**src/rtl/audio_word_fetcher.sv**
```systemverilog
// Flash-to-audio sample feeder: fetches 32-bit words over an Avalon-MM read master,
// keeps a current word plus one prefetched word, and steps the byte index on each tick.
module audio_word_fetcher #(
    parameter int                ADDR_W     = 23,
    parameter logic [ADDR_W-1:0] START_ADDR = 23'h000000,
    parameter logic [ADDR_W-1:0] END_ADDR   = 23'h07FFFF
) (
    input  logic              clk,
    input  logic              reset_n,
    input  logic              sample_tick,
    input  logic              play,
    input  logic              restart,
    output logic              flash_read,
    output logic [ADDR_W-1:0] flash_address,
    input  logic              flash_waitrequest,
    input  logic [31:0]       flash_readdata,
    input  logic              flash_readdatavalid,
    output logic [31:0]       data_out,
    output logic [1:0]        byte_sel,
    output logic              no_audio,
    output logic              underrun
);

    localparam logic [1:0] ST_IDLE = 2'd0;
    localparam logic [1:0] ST_REQ  = 2'd1;
    localparam logic [1:0] ST_WAIT = 2'd2;

    logic [1:0]        state_reg,      state_next;
    logic [ADDR_W-1:0] addr_reg,       addr_next;
    logic [31:0]       data_reg,       data_next;
    logic [31:0]       pref_reg,       pref_next;
    logic [1:0]        byte_sel_reg,   byte_sel_next;
    logic              cur_valid_reg,  cur_valid_next;
    logic              pref_valid_reg, pref_valid_next;
    logic              no_audio_reg,   no_audio_next;
    logic              underrun_reg,   underrun_next;
    logic              discard_reg,    discard_next;

    logic rd_hit;
    logic step;
    logic accept;

    // Data returned for a read that was in flight across a restart must never be used.
    assign rd_hit = (state_reg == ST_WAIT) && flash_readdatavalid && !discard_reg;
    assign step   = sample_tick && play && cur_valid_reg;
    assign accept = (state_reg == ST_REQ) && !flash_waitrequest;

    always_comb begin
        state_next      = state_reg;
        addr_next       = addr_reg;
        data_next       = data_reg;
        pref_next       = pref_reg;
        byte_sel_next   = byte_sel_reg;
        cur_valid_next  = cur_valid_reg;
        pref_valid_next = pref_valid_reg;
        no_audio_next   = !(play && cur_valid_reg);
        underrun_next   = underrun_reg;
        discard_next    = discard_reg;

        if (restart) begin
            addr_next       = START_ADDR;
            cur_valid_next  = 1'b0;
            pref_valid_next = 1'b0;
            byte_sel_next   = 2'd0;
            no_audio_next   = 1'b1;
            underrun_next   = 1'b0;
            case (state_reg)
                ST_REQ: begin
                    // A read accepted on this very edge is still owed a response.
                    if (accept) begin
                        state_next   = ST_WAIT;
                        discard_next = 1'b1;
                    end else begin
                        state_next = ST_IDLE;
                    end
                end
                ST_WAIT: begin
                    if (flash_readdatavalid) begin
                        state_next   = ST_IDLE;
                        discard_next = 1'b0;
                    end else begin
                        discard_next = 1'b1;
                    end
                end
                default: state_next = ST_IDLE;
            endcase
        end else begin
            case (state_reg)
                ST_IDLE: begin
                    if (play && (!cur_valid_reg || !pref_valid_reg))
                        state_next = ST_REQ;
                end
                ST_REQ: begin
                    if (accept) begin
                        state_next = ST_WAIT;
                        addr_next  = (addr_reg == END_ADDR) ? START_ADDR
                                                            : addr_reg + ADDR_W'(1);
                    end
                end
                ST_WAIT: begin
                    if (flash_readdatavalid) begin
                        state_next   = ST_IDLE;
                        discard_next = 1'b0;
                    end
                end
                default: state_next = ST_IDLE;
            endcase

            if (step) begin
                if (byte_sel_reg != 2'd3) begin
                    byte_sel_next = byte_sel_reg + 2'd1;
                    if (rd_hit) begin
                        pref_next       = flash_readdata;
                        pref_valid_next = 1'b1;
                    end
                end else if (pref_valid_reg) begin
                    data_next     = pref_reg;
                    byte_sel_next = 2'd0;
                    if (rd_hit) begin
                        pref_next       = flash_readdata;
                        pref_valid_next = 1'b1;
                    end else begin
                        pref_valid_next = 1'b0;
                    end
                end else if (rd_hit) begin
                    // Word arrives exactly when it is needed: skip the prefetch slot.
                    data_next     = flash_readdata;
                    byte_sel_next = 2'd0;
                end else begin
                    underrun_next  = 1'b1;
                    no_audio_next  = 1'b1;
                    cur_valid_next = 1'b0;
                end
            end else if (rd_hit) begin
                if (!cur_valid_reg) begin
                    data_next      = flash_readdata;
                    byte_sel_next  = 2'd0;
                    cur_valid_next = 1'b1;
                end else begin
                    pref_next       = flash_readdata;
                    pref_valid_next = 1'b1;
                end
            end
        end
    end

    always_ff @(posedge clk) begin
        if (!reset_n) begin
            state_reg      <= ST_IDLE;
            addr_reg       <= START_ADDR;
            data_reg       <= 32'd0;
            pref_reg       <= 32'd0;
            byte_sel_reg   <= 2'd0;
            cur_valid_reg  <= 1'b0;
            pref_valid_reg <= 1'b0;
            no_audio_reg   <= 1'b1;
            underrun_reg   <= 1'b0;
            discard_reg    <= 1'b0;
        end else begin
            state_reg      <= state_next;
            addr_reg       <= addr_next;
            data_reg       <= data_next;
            pref_reg       <= pref_next;
            byte_sel_reg   <= byte_sel_next;
            cur_valid_reg  <= cur_valid_next;
            pref_valid_reg <= pref_valid_next;
            no_audio_reg   <= no_audio_next;
            underrun_reg   <= underrun_next;
            discard_reg    <= discard_next;
        end
    end

    assign flash_read    = (state_reg == ST_REQ);
    assign flash_address = addr_reg;
    assign data_out      = data_reg;
    assign byte_sel      = byte_sel_reg;
    assign no_audio      = no_audio_reg;
    assign underrun      = underrun_reg;

endmodule

```
**config.mk**
```make
export PLATFORM = sky130hd
export DESIGN_NAME = audio_word_fetcher
export DESIGN_NICKNAME = d
export VERILOG_FILES = /design/src/rtl/audio_word_fetcher.sv
export SDC_FILE = /design/constraint.sdc
export NUM_CORES = 1
export LEC_CHECK = 0
export CAP_MARGIN = 20
export CELL_PAD_IN_SITES_DETAIL_PLACEMENT = 0
export CELL_PAD_IN_SITES_GLOBAL_PLACEMENT = 2
export CORE_MARGIN = 1
export CORE_UTILIZATION = 31
export DETAILED_ROUTE_END_ITERATION = 16
export PLACE_DENSITY = 0.88
export SLEW_MARGIN = 20
export SYNTH_ARGS = -nofsm -noshare
export SYNTH_HDL_FRONTEND = slang
export SYNTH_SLANG_ARGS = --single-unit
```
**constraint.sdc**
```tcl
create_clock -name clk -period 2.5 [get_ports clk]
set_input_delay 0.5 -clock clk [delete_from_list [all_inputs] [get_ports clk]]
set_output_delay 0.5 -clock clk [all_outputs]
set_load 0.005 [all_outputs]
```
=== After elaboration in Yosys (flattened, before gate mapping) ===
Cells that the tools add are included.

* Register bits: 96
* Input port bits: 39
* Output and inout bits: 60
* Word-level logic and storage cells: 107

* Add/subtract/negate cells: 2
* Equality and inequality tests: 13
* Multiplexer cells: 47
* Bitwise logic cells: 5
* Reductions and logical operators: 30

{| class="wikitable"
|+ Operators with widths
! kind !! number
|-
| 2-to-1 mux 32 bit || 12
|-
| adder 23 x 1 -> 23 bit (second input constant) || 1
|-
| == test 23 x 19 -> 1 bit (second input constant) || 1
|-
| 2-to-1 mux 23 bit || 1
|-
| 2-to-1 mux 2 bit || 11
|-
| 2-to-1 mux 1 bit || 20
|-
| AND reduction 4 bit || 4
|-
| != test 2 bit (second input constant) || 5
|-
| nonzero test 2 bit || 5
|-
| != test 3 x 2 -> 1 bit (second input constant) || 3
|-
| logical AND 1 bit || 7
|-
| one-hot mux 2 bit (3 select lines) || 1
|-
| AND reduction 3 bit || 2
|-
| logical NOT 1 bit || 5
|-
| inverter 1 bit || 5
|-
| AND reduction 5 bit || 1
|-
| one-hot mux 2 bit (2 select lines) || 1
|-
| AND reduction 2 bit || 2
|-
| != test 3 bit (second input constant) || 1
|-
| nonzero test 3 bit || 1
|-
| adder 2 x 1 -> 2 bit (second input constant) || 1
|-
| == test 2 x 1 -> 1 bit (second input constant) || 1
|-
| == test 2 bit (second input constant) || 1
|-
| logical NOT 2 bit || 1
|-
| 4 further kinds || 4
|}

=== Logic depth before layout (Yosys ltp) ===
Gate-level depths: netlist of the first run.

* Depth after elaboration: 7
* Depth in mapped cells: 8
* Depth with buffers taken out: 6

=== Worst setup path after synthesis of the first run ===
OpenSTA, ideal clock, no wires.

* Kind: flip-flop to flip-flop
* Start point: register state_reg[1]
* End point: register addr_reg[11] (netlist: flash_address[11])
* Setup time: 115 ps
* Data arrival time: 1959 ps
* Required time: 2385 ps
* Setup slack: 426 ps
* Cell stages (with the launch flop): 8
* Period minus slack after synthesis: 2074 ps
* Path through: dfxtp_1 inv_1 ha_1 or2b_2 clkbuf_1 o41ai_4 buf_6 nor2_1

* Word-level cells in the longest chain between the ends: 3

{| class="wikitable"
|+ Ends and longest elaborated chain
! item !! RTL line !! text
|-
| start, declared || 28 || <nowiki>logic [1:0] state_reg, state_next;</nowiki>
|-
| start signal, assigned || 160 || <nowiki>state_reg <= state_next;</nowiki>
|-
| == test 2 x 1 -> 1 bit (*) || n/a ||
|-
| named net flash_read || 13 || <nowiki>output logic flash_read,</nowiki>
|-
| logical AND 1 bit || 46 || <nowiki>assign accept = (state_reg == ST_REQ) && !flash_waitrequest;</nowiki>
|-
| AND reduction 2 bit (no source line) (*) || n/a ||
|-
| end signal, assigned || 161 || <nowiki>addr_reg <= addr_next;</nowiki>
|-
| end, declared || 29 || <nowiki>logic [ADDR_W-1:0] addr_reg, addr_next;</nowiki>
|}

Mark *: on every way through the listed nets, which the timed path passes. The rest lies on a longest branch.
A chain may end at the register's enable or synchronous reset.

=== Worst setup path in the final report of the first run ===
* Start point: register state_reg[1]
* End point: output flash_read

* Word-level cells in the longest chain between the ends: 1

{| class="wikitable"
|+ Ends and longest elaborated chain
! item !! RTL line !! text
|-
| == test 2 x 1 -> 1 bit || 173 || <nowiki>assign flash_read = (state_reg == ST_REQ);</nowiki>
|-
| end, declared || 13 ||
|}

Every way passes these cells.

==> results of run 1 <==
==> worst register-to-register path, delay by kind of cell, from the launching register on <==
family | cells | cell delay [ns]
simple gates | 3 | 1.14
fa+ha+maj | 1 | 0.36
flops | 1 | 0.34
compound gates | 1 | 0.14
buf+inv | 1 | 0.11
==> worst max-delay path by stage <==
stage                               from                             end  slack [ns]
2_1_floorplan  state_reg[1]$_SDFFE_PN0P_  flash_address[11]$_SDFFE_PP0N_        0.43
3_3_place_gp           flash_waitrequest  flash_address[21]$_SDFFE_PP0N_        0.23
3_5_place_dp           flash_waitrequest  flash_address[21]$_SDFFE_PP0N_        0.17
4_1_cts        state_reg[1]$_SDFFE_PN0P_                      flash_read        0.28
5_1_grt        state_reg[1]$_SDFFE_PN0P_  flash_address[17]$_SDFFE_PP0N_        0.18
6_report       state_reg[1]$_SDFFE_PN0P_                      flash_read        0.27
==> layout by cell type (no fill, tap or decap), drive strengths merged, types with 2 or more instances in the layout <==
| cell type | Yosys | final |
|---|---|---|
| nor4 | 5 | 5 |
| nand2b | 2 | 2 |
| o21ai | 46 | 46 |
| nor3 | 4 | 4 |
| or4 | 4 | 4 |
| xor2 | 3 | 3 |
| xnor2 | 8 | 8 |
| nor2 | 18 | 18 |
| clkdlybuf4s50 | 0 | 97 |
| a22oi | 4 | 4 |
| nand4 | 41 | 41 |
| ha | 6 | 6 |
| a21oi | 15 | 15 |
| nand2 | 48 | 48 |
| buf | 10 | 13 |
| dfxtp | 96 | 96 |
| clkbuf | 26 | 11 |
| mux2i | 33 | 33 |
| nand4b | 5 | 5 |
| or3 | 10 | 10 |
| o311ai | 2 | 2 |
| nor2b | 35 | 35 |
| mux2 | 32 | 32 |
| inv | 8 | 11 |
| nand3 | 7 | 7 |
==> metrics by stage <==
step,setup WS (ns),area [um^2],instances,hold slack (ns),utilization (%)
finish,0.2749,6032,758,0.4723,42.96
global route,0.1781,6032,758,0.5022,42.96
CTS,0.2764,6032,758,0.4762,42.96
detailed placement,0.1727,5728,742,0.4669,40.79
global placement,0.2279,5728,742,0.4630,40.79
floorplan,0.4262,4527,488,0.4604,-
==> kinds of logic (layout without fill, tap and decap cells) <==
group	after synthesis	after routing	share of synthesized area [%]
XOR/XNOR	11	11	2.128
flip-flops	96	96	42.45
buffers and inverters	44	134	4.035
multiplexers	65	65	15.26
adder cells (fa/ha/maj)	6	6	1.658
AND/OR/NAND/NOR	189	189	24.16
AO/OA/AOI/OAI	77	77	10.31
==> report_power, final <==
| part | leakage [nW] | internal, mW | switching [mW] |
|---|---|---|---|
| logic | 1.31 | 0.120 | 0.0921 |
| clock network | 0.151 | 0.813 | 0.623 |
| registers | 0.773 | 1.53 | 0.00530 |
| total | 2.24 | 2.47 | 0.721 |
==> cell type report <==
cell class,instances,share of cell area [%]
Multi-Input combinational cell,348,40.16
Sequential cell,96,31.86
Timing Repair Buffer,110,18.71
Clock buffer,11,4.024
Tap cell,180,3.734
Clock inverter,5,1.016
Inverter,8,0.4978
==> metal layers <==
layer | vias to the layer above | wire, um | GRT usage [%]
met5 | - | 0 | 0
met4 | 0 | 121 | 4.573
met3 | 12 | 686 | 5.483
met2 | 91 | 4906 | 22.65
met1 | 1790 | 5468 | 21.40
li1 | 1924 | - | -
==> out/metrics.cfg, run 1 <==
[setup_path]
worstPathCellList=inv_1 -> ha_1 -> clkdlybuf4s50_1
crit-reg2reg-launch=state_reg[1]$_SDFFE_PN0P_
cp.required_ns=2.00
crit_type=reg2out
r2r-end=flash_address[21]$_SDFFE_PP0N_
startpoint_type=flop
crit_slowest_cell=clkdlybuf4s50_1
path_depth=3
reg2reg_depth=6
worst-path-max-fanout=9
reg2reg_slack_ns=0.35
critPathTopFamily=buffers and inverters
max_stage_delay_ns=0.56
worstPathBufferInverterCount=2
end_kind=output port
critical_path_arrival_ns=1.73

[cts]
ctsLongestPathBuffers=2
cts_setup_buffers=0
ctsResizeCount=0
cts_hold_buffers=0
tritoncts=yes
cts-root-buf=clkbuf_16
clk_latency_ns=0.36
path_clk_slew_ns=0.07
clock_sinks=96
h-tree-depth=3
cts_buffers=9

[timing]
setup_viol=0
fin_crit_ns=2.225
rsz0062_at_grt=false
maxSlewHeadroom_pct=69.86
setup_tns_ns=0
max_freq_ghz=0.4494
fin_worst_skew_ns=0.01268
post-route-period-util_pct=89.00
worstMarginPinSlew_ns=0.4522
final_hold_viol_count=0
finalMaxSlewViolations=0

[route]
dr.pass1.iters=4
num_vias=3817
wl_per_cell_um=14.75
routed_wl_mm=11.18
avgViaCountPerCell=5.036
drtAntennaViolNets=0
drtIter0Drc=199
drc_errors=0

[pwr]
power.total_mw=3.187
power.density_mw_per_mm2=528.4
leakage_nw=2.237
vdd_drop_max_v=0.0003477

[min_path]
min_to=data_out[29]$_SDFFE_PN0P_
worstHoldStart=data_out[29]$_SDFFE_PN0P_
worstHoldPathCells=2
hold_path_class=reg2reg

[final_layout]
fill_cells=1350
drive_above_1_share_pct=13.32
layout.nets=618
area_delta_synth_final_pct=33.25
seqCellArea_mm2=0.001922
antenna_cells=0
multiInputGateArea_mm2=0.002422

[run]
maxCapViolations=0

[global_route]
grt_overflow=0
grt_max_degree=103
antenna_found_initial=0
grt_pass1_wl_mm=18.20
grt_pass1_vias=3512
grtUsageTotal_pct=15.56

[logic_synthesis]
postSynthCellCount=488
ys_seq_area_share_pct=42.45
netlist.top_cell.by_area=dfxtp_1
synth_commonest_cells=dfxtp_1, nand2_1, o21ai_0
synthDominantCellAreaShare_pct=42.45
asyncSetResetFlopFracSynth_pct=0
synth_cell_types=54
synthTopCellsByArea=dfxtp_1, mux2_2, mux2i_1, nand4_1, o21ai_0
ys_dominant_reg_cell=dfxtp_1
synth.ff_latch_count=96
synth.most_common_cell=dfxtp_1
syn_nets=533
synth_edf_count=0
synth_area_mm2=0.004527
yosysWarningCount=0
avgSynthCellArea_um2=9.276

[placed_design]
portBuffers=98
dp_hpwl_mm=7.247
gp_congestion=0.7681

[die]
core_mm2=0.01404
fp.dieArea_mm2=0.01509
die_w_um=122.8
initial_core_util_pct=32.24
io_pins=99
rows=43
die_h_um=122.8

[run_status]
outcome=complete, no violations

Note: power is estimated with default switching activity, not from simulation.
==> run 2: changes to the inputs <==
--- a/config.mk
+++ b/config.mk
@@ -5,13 +5,15 @@
 export SDC_FILE = /design/constraint.sdc
 export NUM_CORES = 1
 export LEC_CHECK = 0
+export ABC_AREA = 1
 export CAP_MARGIN = 20
 export CELL_PAD_IN_SITES_DETAIL_PLACEMENT = 0
 export CELL_PAD_IN_SITES_GLOBAL_PLACEMENT = 2
 export CORE_MARGIN = 1
-export CORE_UTILIZATION = 31
+export CORE_UTILIZATION = 27
 export DETAILED_ROUTE_END_ITERATION = 16
-export PLACE_DENSITY = 0.88
+export PLACE_DENSITY = 0.79
+export REMOVE_ABC_BUFFERS = 1
 export SLEW_MARGIN = 20
 export SYNTH_ARGS = -nofsm -noshare
 export SYNTH_HDL_FRONTEND = slang
==> run 2 against run 1 <==
Effect of this change: clock-buffer cell count stayed put; global-route usage is 0.075 points higher; flip-flop and latch count stayed put; clock skew is 0.0028 ns lower; combinational power is 42% higher; via count is 28% higher; critical path type unchanged; critical endpoint unchanged.
==> out/metrics.cfg, run 2 <==
[cts]
ctsResizeCount=0  ; unchanged
tritoncts=yes
cts_buffers=9  ; unchanged
clock_sinks=96  ; unchanged
cts_setup_buffers=0  ; unchanged
h-tree-depth=3  ; unchanged
cts_hold_buffers=0  ; unchanged
ctsLongestPathBuffers=2  ; unchanged
cts-root-buf=clkbuf_16
path_clk_slew_ns=0.07  ; about the same
clk_latency_ns=0.35  ; about the same

[logic_synthesis]
yosysWarningCount=0  ; unchanged
synth_commonest_cells=nand2_1, nor2_1, dfxtp_1
asyncSetResetFlopFracSynth_pct=0  ; unchanged
postSynthCellCount=755  ; +55%
synth_edf_count=0  ; unchanged
synthTopCellsByArea=dfxtp_1, nand2_1, nor2_1, nand3_1, nand3b_1
synth_area_mm2=0.004892  ; +8.1%
avgSynthCellArea_um2=6.480  ; -30%
synth.ff_latch_count=96  ; unchanged
synth_cell_types=30  ; -44%
netlist.top_cell.by_area=dfxtp_1
ys_seq_area_share_pct=39.28  ; -3.2 points
ys_dominant_reg_cell=dfxtp_1
synthDominantCellAreaShare_pct=39.28  ; -3.2 points
synth.most_common_cell=nand2_1

[timing]
finalMaxSlewViolations=0  ; unchanged
post-route-period-util_pct=85.42  ; -3.6 points
worstMarginPinSlew_ns=0.4276  ; -0.02459 ns
setup_viol=0  ; unchanged
final_hold_viol_count=0  ; unchanged
fin_crit_ns=2.135  ; -0.08967 ns
fin_worst_skew_ns=0.009926  ; -0.002751 ns
maxSlewHeadroom_pct=71.50  ; +1.6 points
rsz0062_at_grt=false
max_freq_ghz=0.4683  ; +4.2%

[final_layout]
final_cell_mix=nand2_1, nor2_1, clkdlybuf4s50_1
fill_cells=1841  ; +36%
drive_above_1_share_pct=5.654  ; -7.7 points
utilization_pct=37.04  ; -5.9 points
layout_commonest_cell=nand2_1
layout.nets=889  ; +44%
antenna_cells=0  ; unchanged
area_delta_synth_final_pct=32.33
finalNonFillerCells=1074  ; +42%

[pwr]
leakage_nw=2.710  ; +21%
power.density_mw_per_mm2=527.3  ; -0.21%
vdd_drop_max_v=0.0002937  ; -16%
power.total_mw=3.413  ; +7.1%

[run_status]
outcome=complete, no violations

[setup_path]
crit-reg2reg-launch=state_reg[0]$_SDFFE_PN0P_
crit_type=reg2out
worst-path-max-fanout=5  ; -4
cp.required_ns=2.00  ; about the same
cp-startpoint=state_reg[1]$_SDFFE_PN0P_
startpoint_type=flop
critical_path_arrival_ns=1.64  ; -0.09 ns
end_kind=output port

[global_route]
grt_pass1_vias=4639  ; +32%
grtUsageTotal_pct=15.63  ; +0.075 points
grt_max_degree=65  ; -37%
grt_pass1_wl_mm=22.92  ; +26%
antenna_found_initial=0  ; unchanged
grt_overflow=0  ; unchanged

[min_path]
worstHoldStart=underrun$_SDFFE_PP0P_
hold_path_class=reg2reg

[route]
drc_errors=0  ; unchanged
avgViaCountPerCell=4.553  ; -9.6%
drtAntennaViolNets=0  ; unchanged
wl_per_cell_um=13.01  ; -12%
num_vias=4890  ; +28%
routed_wl_mm=13.98  ; +25%
dr.pass1.iters=6  ; +2
drtIter0Drc=283  ; +42%

[placed_design]
portBuffers=98  ; unchanged
dp_hpwl_mm=9.349  ; +29%
gp_congestion=0.7640  ; -0.53%
dp_cells=1058  ; +43%

[run]
maxCapViolations=0  ; unchanged

[die]
io_pins=99  ; unchanged
rows=48  ; +12%
die_w_um=136.6  ; +11%
die_h_um=136.6  ; +11%
initial_core_util_pct=27.99  ; -4.2 points
fp.dieArea_mm2=0.01866  ; +24%
core_mm2=0.01748  ; +24%

run 2: changes by cell type in the layout (fill, tap and decap cells not counted), sizes merged, moves of 10 or more:
cell and delta:
nand2 +179, nor2 +134, inv +55, nand3 +47
o21ai -36, nor2b -35, mux2i -33, nand4 -33
mux2 -32, nand3b +32, a21oi +30, or3 -10
run 2: path summary, 6_finish.rpt:
kind,endpoint,slack [ns],cells past startpoint
setup reg to reg,data_out[8]$_SDFFE_PN0P_,0.63,11
hold / removal,underrun$_SDFFE_PP0P_,0.47,2
setup / recovery,flash_read,0.36,3
hold reg to reg,underrun$_SDFFE_PP0P_,0.47,2
run 2: area by class of cell:
class                      instances  area (um^2)  share of cell area (%)
tap                              225        281.5                   4.349
sequential                        96         1922                   29.69
clock inverter                     5        78.83                   1.218
timing repair buffer             115         1141                   17.63
multi-input combinational        555         2546                   39.33
inverter                          67        251.5                   3.885
clock buffer                      11        252.7                   3.904
run 2: logic make-up after synthesis:
| family | after synthesis | share of synthesized area, % |
|---|---|---|
| flip-flops | 96 | 39.28 |
| buffers and inverters | 104 | 9.054 |
| XOR/XNOR | 7 | 1.253 |
| AND/OR/NAND/NOR | 480 | 41.97 |
| AO/OA/AOI/OAI | 62 | 6.905 |
| adder cells (fa/ha/maj) | 6 | 1.534 |
run 2: metal layers:
layer	global-route usage, %	share of wire (%)	up-vias
met3	3.037	4.7	11
met5	0	0	-
met2	27.35	47	93
met4	5.432	1.3	0
li1	-	-	2545
met1	18.95	47	2241
run 2: critical path, stage by stage (launching register included):
cell and delay, ns:
dfxtp_1 0.34, inv_1 0.14, ha_1 0.27, clkdlybuf4s50_1 0.54
run 2: metrics by stage:
step	setup slack [ns]	cell area [um^2]	hold WS (ns)	TNS, ns
final	0.3645	6474	0.4653	0
after global routing	0.2611	6474	0.4893	0
after CTS	0.3356	6474	0.4725	0
after detailed placement	0.3655	6142	0.4594	0
after global placement	0.3856	6142	0.4605	0
after floorplan	-0.4074	4701	0.4332	-13.04
run 2: report_power, final:
part,switching [mW],internal (mW)
Sequential,0.0138,1.55
Clock,0.619,0.931
Combinational,0.154,0.146
Total,0.786,2.63
==> run 3: changes to the inputs <==
--- a/config.mk
+++ b/config.mk
@@ -12,6 +12,7 @@
 export CORE_MARGIN = 1
 export CORE_UTILIZATION = 27
 export DETAILED_ROUTE_END_ITERATION = 16
+export HOLD_SLACK_MARGIN = 0.06
 export PLACE_DENSITY = 0.79
 export REMOVE_ABC_BUFFERS = 1
 export SLEW_MARGIN = 20
==> results of run 3 <==
The final DEF is identical to that of run 2; final timing and power are the same.
==> variant: new RTL, flow settings as in run 3 <==
Register the output `underrun` once more; this adds one clock of latency there. The other outputs are not delayed to match.
--- a/src/rtl/audio_word_fetcher.sv
+++ b/src/rtl/audio_word_fetcher.sv
@@ -175,7 +175,9 @@
     assign data_out      = data_reg;
     assign byte_sel      = byte_sel_reg;
     assign no_audio      = no_audio_reg;
-    assign underrun      = underrun_reg;
+    always_ff @(posedge clk) begin
+        underrun <= underrun_reg;
+    end
 
 endmodule
 
Formal check against the unedited RTL: same outputs for any inputs over 4 cycles, from zero or initial values and one cycle with reset_n low; that may be too few to reach the edited logic, so the function may still have changed.
==> variant against run 3 <==
Synthesized area increased by 0.41%; combinational power about the same; design area is 0.79% lower; sequential cell count grew 1; first-iteration DRC count shrank 17%; total power down 5.5%; worst setup slack got worse by 0.024 ns; critical path type unchanged; routed wire length shrank 1.1%; die area increased by 0.40%.
==> variant: results (changes against run 3) <==
status completed; cell count of the worst reg-to-reg path 11 (unchanged); aggregate global-route resource usage 15.2% (-0.47 points); final net count 887 (-0.22%); post-synthesis sequential area ratio 39.5% (+0.25 points); leading cell types by total area after synthesis dfxtp_1, nand2_1, nor2_1; pin count of the biggest net entering global routing 67 (+3.1%); endpoint with the worst hold slack underrun; antenna cell count 0 (unchanged); clock tree buffer depth 2 (unchanged); largest vdd supply drop 0.328 mV (+12%); hold slack 0.354 ns (-0.111 ns); number of buffers added by the clock tree synthesis step 9 (unchanged); CP Data Arrival Time 1.66 ns (+0.02 ns); routability congestion estimate 0.786 (+2.9%); Hold Path Cell Cnt 0 (-2); average detailed-routed wire length per instance 12.9 um (-0.82%); final non-filler cell total 1071 (-0.28%); Worst-Margin Slew 0.630 ns (+0.202 ns); setup slack on the worst flop-to-flop path 0.48 ns (-0.15 ns); number of iterations in the first detailed-routing pass 4 (-2); top cell types by occurrence after synthesis nand2_1, nor2_1, dfxtp_1, inv_1, nand3_1; final worst clock skew 0.00846 ns (-0.00147 ns); hold_sp underrun_reg; total via count after detailed routing 4845 (-0.92%); count of input and output buffers 98 (unchanged); xor and xnor fraction of the mapped netlist area 1.25% (-0.0051 points); number of antenna violations at the first check in global routing 1 (+1); global-route wire length before repair 22200 um (-3.1%); Reg-to-Reg End data_out[28]; Synth Warn # 0 (unchanged); DPL Wire Length 9300 um (-0.51%); Root Driver clkbuf_16; insertion delay of the later-clocked pin in the worst-skew pair 0.34 ns; fraction of final layout cells with drive strength greater than 1 5.08% (-0.57 points); clock slew at reported path FFs 0.07 ns (about the same); share of flip-flops with an asynchronous set or reset 0% (unchanged); via count of the first global-routing pass 4451 (-4.1%); critical-path maximum fanout 5 (unchanged); number of filler instances in the final layout 1852 (+0.60%); total of cells resized after clock tree synthesis 0 (unchanged); static leakage power 2.67 nW (-1.4%); synthesized-area fraction occupied by ao, oa, aoi and oai cells 6.88% (-0.028 points); post-synthesis adder-cell area fraction 1.53% (-0.0063 points); iteration-0 DRC count of the detailed router 235 (-17%); final global-route overflow total 0 (unchanged); Post-Synthesis Mean Instance Area 6.50 sq um (+0.28%)
[variant: changes by cell type after synthesis]
| cell | run 3 | this run |
|---|---|---|
| dfxtp_1 | 96 | 97 |
[variant: final cells by class]
type | instances | area (sq um) | area share (%)
well taps | 225 | 282 | 4.38
flip-flops and latches | 97 | 1940 | 30.2
multi-input cells | 555 | 2550 | 39.6
inverters | 67 | 251 | 3.92
clock buffers | 13 | 270 | 4.21
clock inverters | 2 | 12.5 | 0.195
repair buffers | 112 | 1120 | 17.4
[variant: worst max path at each step]
stage / from / to / slack (ns)
final: state_reg[1] / flash_read / 0.34
after global routing: state_reg[0] / data_out[23] / 0.21
after CTS: state_reg[1] / flash_read / 0.33
after detailed placement: play / data_out[28] / 0.24
after global placement: play / data_out[21] / 0.25
after floorplan: pref_valid_reg / pref_reg[0] / -0.41
[variant: cells by family (layout without fill, tap and decap cells)]
logic type / count (synthesis) / after routing
simple gates: 480 / 480
flops: 97 / 97
buf+inv: 104 / 194
xor+xnor: 7 / 7
compound gates: 62 / 62
fa+ha+maj: 6 / 6
[variant: routing by layer]
layer / wire length (um) / global-route usage (%) / vias up
met4: 168 / 5.31 / 2
met5: 12 / 0 / -
li1: - / - / 2539
met2: 6040 / 24.0 / 98
met3: 684 / 3.07 / 13
met1: 6920 / 20.4 / 2193
[variant: through the flow]
step                power [W]  area [sq um]  setup WS [ns]  utilization (%)  TNS [ns]
finish                0.00323          6420          0.341             36.6         0
global route          0.00339          6420          0.209             36.6         0
CTS                   0.00329          6420          0.326             36.6         0
detailed placement    0.00192          6140          0.244             35.0         0
global placement      0.00192          6140          0.245             35.0         0
floorplan             0.00174          4720         -0.407                -    -13.04
[variant: power breakdown]
part | internal [W] | total (W) | switching [W] | leakage (nW)
registers | 0.00157 | 0.00158 | 0.0000136 | 0.782
logic | 0.000146 | 0.000300 | 0.000154 | 1.75
clock network | 0.000751 | 0.00135 | 0.000595 | 0.138
